## config.mk

```make
export PLATFORM = sky130hd
export DESIGN_NAME = mag_servo_scheduler
export DESIGN_NICKNAME = d
export VERILOG_FILES = /design/src/rtl/mag_servo_scheduler.sv
export SDC_FILE = /design/constraint.sdc
export NUM_CORES = 1
export LEC_CHECK = 0
export ABC_AREA = 1
export CORE_UTILIZATION = 65
export DETAILED_ROUTE_END_ITERATION = 10
export PLACE_DENSITY = 0.9
export SYNTH_ARGS = -nofsm -noshare
export SYNTH_HDL_FRONTEND = slang
export SYNTH_SLANG_ARGS = --single-unit
```

## constraint.sdc

```tcl
create_clock -name clk -period 8.38 [get_ports clk]
set_input_delay 1.676 -clock clk [delete_from_list [all_inputs] [get_ports clk]]
set_output_delay 1.676 -clock clk [all_outputs]
set_load 0.005 [all_outputs]
```

## src/rtl/mag_servo_scheduler.sv

```systemverilog
// Per-frame FFT bin readout, bin-to-servo mapping, peak-hold with decay,
// and coherent publication of all servo values once per servo frame period.
module mag_servo_scheduler #(
    parameter int FCLK        = 50000000,
    parameter int FRAME_HZ    = 50,
    parameter int NBIN        = 8,
    parameter int NSERVO      = 5,
    parameter int W           = 13,
    parameter int DECAY_SHIFT = 3
) (
    input  logic                  clk,
    input  logic                  reset,
    input  logic                  frame_valid,
    output logic [2:0]            bin_addr,
    input  logic [W-1:0]          bin_data,
    input  logic [3*NSERVO-1:0]   bin_map,
    output logic [W*NSERVO-1:0]   servo_mag,
    output logic                  servo_update,
    output logic                  busy,
    output logic [7:0]            overrun
);

    localparam int P      = FCLK / FRAME_HZ;
    localparam int TICK_W = (P > 1) ? $clog2(P) : 1;
    localparam int SEQ_W  = 4;

    typedef enum logic [1:0] {
        IDLE,
        READ,
        APPLY
    } state_t;

    state_t              state;
    state_t              state_nxt;
    logic [SEQ_W-1:0]    seq_cnt;
    logic [SEQ_W-1:0]    seq_cnt_nxt;
    logic                frame_accept;
    logic                frame_drop;
    logic                cap_en;
    logic [2:0]          rd_bin;

    logic [3*NSERVO-1:0] map_r;
    logic [W-1:0]        new_mag  [NSERVO];
    logic [W-1:0]        held_mag [NSERVO];

    logic [TICK_W-1:0]   tick_cnt;
    logic                tick;
    logic                pub_pending;

    // Peak hold: keep the larger of the fresh bin value and the decayed history.
    function automatic logic [W-1:0] decay_max(input logic [W-1:0] held,
                                               input logic [W-1:0] cand);
        logic [W-1:0] d;
        d = held - (held >> DECAY_SHIFT);
        return (cand > d) ? cand : d;
    endfunction

    always_comb begin
        state_nxt    = state;
        seq_cnt_nxt  = seq_cnt;
        busy         = 1'b0;
        bin_addr     = 3'd0;
        frame_accept = 1'b0;
        frame_drop   = 1'b0;
        case (state)
            IDLE: begin
                if (frame_valid) begin
                    frame_accept = 1'b1;
                    state_nxt    = READ;
                    seq_cnt_nxt  = '0;
                end
            end
            READ: begin
                busy       = 1'b1;
                frame_drop = frame_valid;
                if (seq_cnt < SEQ_W'(NBIN)) begin
                    bin_addr = seq_cnt[2:0];
                end
                if (seq_cnt == SEQ_W'(NBIN)) begin
                    state_nxt   = APPLY;
                    seq_cnt_nxt = '0;
                end else begin
                    seq_cnt_nxt = seq_cnt + SEQ_W'(1);
                end
            end
            APPLY: begin
                busy       = 1'b1;
                frame_drop = frame_valid;
                if (seq_cnt == SEQ_W'(NSERVO - 1)) begin
                    state_nxt   = IDLE;
                    seq_cnt_nxt = '0;
                end else begin
                    seq_cnt_nxt = seq_cnt + SEQ_W'(1);
                end
            end
            default: begin
                state_nxt   = IDLE;
                seq_cnt_nxt = '0;
            end
        endcase
    end

    // bin_data lags bin_addr by one cycle, so index k carries bin k-1.
    assign cap_en = (state == READ) && (seq_cnt != '0);
    assign rd_bin = 3'(seq_cnt - SEQ_W'(1));

    always_ff @(posedge clk) begin
        if (reset) begin
            state   <= IDLE;
            seq_cnt <= '0;
            map_r   <= '0;
            overrun <= 8'd0;
            for (int i = 0; i < NSERVO; i++) begin
                new_mag[i]  <= '0;
                held_mag[i] <= '0;
            end
        end else begin
            state   <= state_nxt;
            seq_cnt <= seq_cnt_nxt;

            if (frame_accept) begin
                map_r <= bin_map;
                for (int i = 0; i < NSERVO; i++) begin
                    new_mag[i] <= '0;
                end
            end

            if (cap_en) begin
                for (int i = 0; i < NSERVO; i++) begin
                    if (map_r[3*i +: 3] == rd_bin) begin
                        new_mag[i] <= bin_data;
                    end
                end
            end

            if (state == APPLY) begin
                for (int i = 0; i < NSERVO; i++) begin
                    if (seq_cnt == SEQ_W'(i)) begin
                        held_mag[i] <= decay_max(held_mag[i], new_mag[i]);
                    end
                end
            end

            if (frame_drop && (overrun != 8'hFF)) begin
                overrun <= overrun + 8'd1;
            end
        end
    end

    assign tick = (tick_cnt == TICK_W'(P - 1));

    // A tick during APPLY is deferred so a publish never mixes old and new held values.
    always_ff @(posedge clk) begin
        if (reset) begin
            tick_cnt     <= '0;
            pub_pending  <= 1'b0;
            servo_update <= 1'b0;
            servo_mag    <= '0;
        end else begin
            tick_cnt     <= tick ? '0 : tick_cnt + TICK_W'(1);
            servo_update <= 1'b0;
            if (state == APPLY) begin
                if (tick) begin
                    pub_pending <= 1'b1;
                end
            end else if (tick || pub_pending) begin
                pub_pending  <= 1'b0;
                servo_update <= 1'b1;
                for (int i = 0; i < NSERVO; i++) begin
                    servo_mag[W*i +: W] <= held_mag[i];
                end
            end
        end
    end

endmodule

```

# == Yosys cells after proc, flatten, opt, wreduce, memory -nomap -nowiden ==
# Memories as Yosys holds them, arrays and structs flattened.
# Index checks and enable logic that the tools add are counted.
# op_classes
addsub,9
n_lt_le_gt_ge,6
eq_ne,18
muxes,83
bitwise,16
n_reduce_logical,13
# op_table
cell,n
2-to-1 mux 13 bit,20
> comparator 13 bit,5
subtractor 13 x 10 -> 13 bit,5
2-to-1 mux 1 bit,53
"adder 20 x 1 -> 20 bit, second input constant",1
"== test 20 bit, second input constant",1
== test 3 bit,5
bitwise OR 1 bit,15
2-to-1 mux 4 bit,3
one-hot mux 4 bit (3 select lines),1
"adder 8 x 1 -> 8 bit, second input constant",1
"== test 4 x 2 -> 1 bit, second input constant",2
"inequality test 2 bit, second input constant",4
"inequality test 8 bit, second input constant",1
2-to-1 mux 2 bit,3
2-to-1 mux 3 bit,2
one-hot mux 2 bit (3 select lines),1
OR reduction 2 bit,3
"adder 4 x 1 -> 4 bit, second input constant",1
"== test 4 x 1 -> 1 bit, second input constant",1
"== test 4 x 3 -> 1 bit, second input constant",1
"== test 4 bit, second input constant",1
zero test 4 bit,1
"less-than comparator 4 bit, second input constant",1
other kinds (11),13
# totals
regBits,116
ram_bits,130
elab_cells,155
n_memories,2
# mem_list
memory,words,word_bits,read_ports,rd_ports_with_merged_regs,wr,line,text
held_mag,5,13,5,0,5,44,logic [W-1:0] held_mag [NSERVO];
new_mag,5,13,5,0,5,43,logic [W-1:0] new_mag [NSERVO];

# == Logic depth before layout (Yosys ltp) ==
# logic_depth
depth_word,7
mapped_depth,23
depth_no_buf,22

# == Worst setup path before layout ==
# Ideal clock, no wire load.
# synth_path
kind,input port to flip-flop
from,in reset
to,"mem held_mag[0][0], enable pin"
setup_time_ps,429
arrival_ps,2778
setup_slack_ps,5173
stages,4
n_path_buf,2
path_cell_list,inv_2 -> clkbuf_1 -> clkbuf_1 -> o21ai_0
# synth_rtl
item,line,text
"start, declared",12,"input logic reset,"
"end, declared",44,

==> results.yml <==
pwr:
  swShare_pct: 36.95
  pwr-share-comb_pct: 32.8
  power.internal_uw: 2549
  p_sw_uw: 1494
  p_per_area_nw_per_um2: 226.3
  p_seq_share_pct: 36.7
  leakagePower_uw: 0.008566
  ir_drop_mv: 0.1603
  p_total_uw: 4044
  p_clk_share_pct: 30.5
cts:
  cts_setup_buffers: 0
  cts_sinks: 246
  cts_buffer_depth: 3
  cts.htree.levels: 1
  hold_buffers: 0
  clock_latency_ns: 0.56
  cts_made_buffers: 27
  cts_resized: 0
  root_buffer: "clkbuf_16"
  path_clk_slew_ns: 0.06
  cts_tree: "done"
synthesis:
  postSynthCellCount: 2196
  ys_types: 35
  ys_warn_count: 0
  ys_seq_area_share_pct: 39.48
  synthesis.nets: 2357
  synth_area_um2: 15770
  synth_seq_cells: 246
  async_reset_ff_share_pct: 0
  postSynthAreaPerCell_um2: 7.181
  synth_edf_count: 130
  ys.flop_type: "edfxtp_1"
finish:
  nets: 2437
  final_cell_mix: "nand2_1 (663), inv_1 (317), nor2_1 (295)"
  layoutNonFillerInstCount: 2615
  drive_gt1_share_pct: 3.528
  mostFrequentLayoutCell: "nand2_1"
  diodes: 0
  fill_cells: 1688
  finalInstanceArea_um2: 17870
  syn_to_final_growth_pct: 13.31
timing:
  setup_slack_ns: 4.175
  finalCriticalPeriod_ns: 4.205
  rsz0062_at_grt: "no"
  timing.fmax_mhz: 237.8
  drv_slew: 0
  setup_tns_ns: 0
  worst_pin_slew_ns: 1.128
  max-slew-margin-rel_pct: 24.78
  report.final.hold_viol_count: 0
  period_share_pct: 50.17
  finalSetupViolCount: 0
  fin_worst_skew_ns: 0.02490
grt:
  grt_pass1_wl_um: 62140
  grt_pass1_vias: 13170
  grt_max_degree: 117
  globalRouteTotalUtil_pct: 31.06
  grt.overflow.total: 0
  antenna_found_initial: 0
placement:
  place_ws_ns: 3.732
  dp.cells: 2566
  dp_hpwl_um: 28000
  port-buffer-count: 108
  placed_cell_area_um2: 16950
  gp_congestion: 0.9103
run_status:
  status: "completed"
route:
  wl_um: 38380
  m1WireLength_um: 16300
  drc: 0
  wl_met3_um: 3130
  top_layer_used: "met4"
  vias_per_cell: 5.530
  met2_length_um: 17850
  drtIter0Drc: 1466
  firstDrtPassIters: 6
  wire_per_inst_um: 14.68
  ant_nets: 0
  via_count: 14460
worst_setup_path:
  critPathKind: "in -> reg"
  rr_startpoint: "held_mag[0][16]"
  arrival_ns: 4.51
  worstSetupEndpointType: "register"
  startpoint_type: "input port"
  critical_path_required_ns: 8.68
  startpoint: "reset"
  crit_fanout: 44
floorplanning:
  initial_core_util_pct: 66.79
  rows: 56
  fp.coreArea_um2: 23610
  fp.dieArea_um2: 24890
  io_pins: 109
  die_w_um: 157.8
  die_y_um: 157.8
min_path:
  worstHoldStart: "tick_cnt[0]"
  min_path_type: "reg -> reg"
job:
  cap_violations: 0
==> kinds of logic (layout without fill, tap and decap cells) <==
group / after synthesis / after routing / synth area share, %
AND/OR/NAND/NOR: 1222 / 1222 / 32.28
buffers and inverters: 385 / 485 / 9.854
flip-flops: 246 / 246 / 39.48
AO/OA/AOI/OAI: 171 / 171 / 5.498
adder cells (fa/ha/maj): 130 / 130 / 10.55
XOR/XNOR: 42 / 42 / 2.333
==> power groups by stage <==
stage,Combinational [uW],Clock (uW),Sequential [uW]
global route,1500,1290,1490
CTS,1300,1240,1480
detailed placement,1270,0,1500
finish,1320,1230,1490
global placement,1210,0,1500
floorplan,999,0,1460
==> metrics by stage <==
stage	util, %	hold WS (ns)
2_1_floorplan	-	0.4175
5_1_grt	75.68	0.4793
6_report	75.68	0.4613
3_3_place_gp	71.78	0.4304
3_5_place_dp	71.78	0.4458
4_1_cts	75.68	0.4562
==> final timing paths <==
kind / slack (ns) / cells after the start / to
min reg2reg: 0.46 / 1 / tick_cnt[0]
max: 4.18 / 7 / held_mag[0][11]
min: 0.46 / 1 / tick_cnt[0]
max reg2reg: 4.54 / 19 / held_mag[0][18]
==> cells in the mapped netlist, types with 2 or more instances <==
cell type,instances,area share [%]
nor3_1,21,0.67
and2_1,3,0.12
buf_4,12,0.57
inv_2,5,0.12
nor3_2,3,0.19
nand3_1,146,4.6
fa_1,5,0.63
clkbuf_1,17,0.40
a21oi_1,140,4.4
xor2_1,27,1.5
o21ai_0,27,0.86
or2_2,2,0.079
nand2_2,6,0.24
edfxtp_1,130,25
nand3b_1,24,1.1
nand2_1,663,16
nor2_1,295,7.0
xnor2_1,15,0.83
inv_1,317,7.5
clkinv_1,2,0.048
ha_1,125,9.9
buf_1,11,0.26
dfxtp_1,116,15
buf_6,6,0.43
nor3b_1,2,0.095
buf_2,14,0.44
nor2_2,15,0.60
nand4_1,40,1.6
==> registers in the layout (all words and copies together) (netlist names) <==
| signal | flops |
|---|---|
| held_mag | 65 |
| map_r | 15 |
| new_mag | 65 |
| overrun | 8 |
| pub_pending | 1 |
| seq_cnt | 4 |
| servo_mag | 65 |
| servo_update | 1 |
| state | 2 |
| tick_cnt | 20 |
==> worst max-delay path, cell delays in order <==
cell             delay, ns
clkdlybuf4s50_1       0.85
nor2_2                0.13
nand3_1               0.13
nand4_1               0.83
buf_4                 0.63
nand2_1               0.17
nor2_1                0.07
==> layout make-up <==
cell class / count / area, um^2 / area share (%)
multi-input combinational: 1565 / 7995 / 44.74
clock inverter: 19 / 232.7 / 1.302
timing repair buffer: 112 / 1111 / 6.218
sequential: 246 / 6226 / 34.84
tap: 319 / 399.1 / 2.234
inverter: 324 / 1219 / 6.820
clock buffer: 30 / 686.9 / 3.844
==> layer usage <==
| layer | vias up | GRT usage (%) |
|---|---|---|
| li1 | 7129 | - |
| met4 | 0 | 10.36 |
| met3 | 105 | 4.134 |
| met2 | 642 | 52.34 |
| met5 | - | 0 |
| met1 | 6584 | 41.10 |
(Power assumes the default switching activity.)
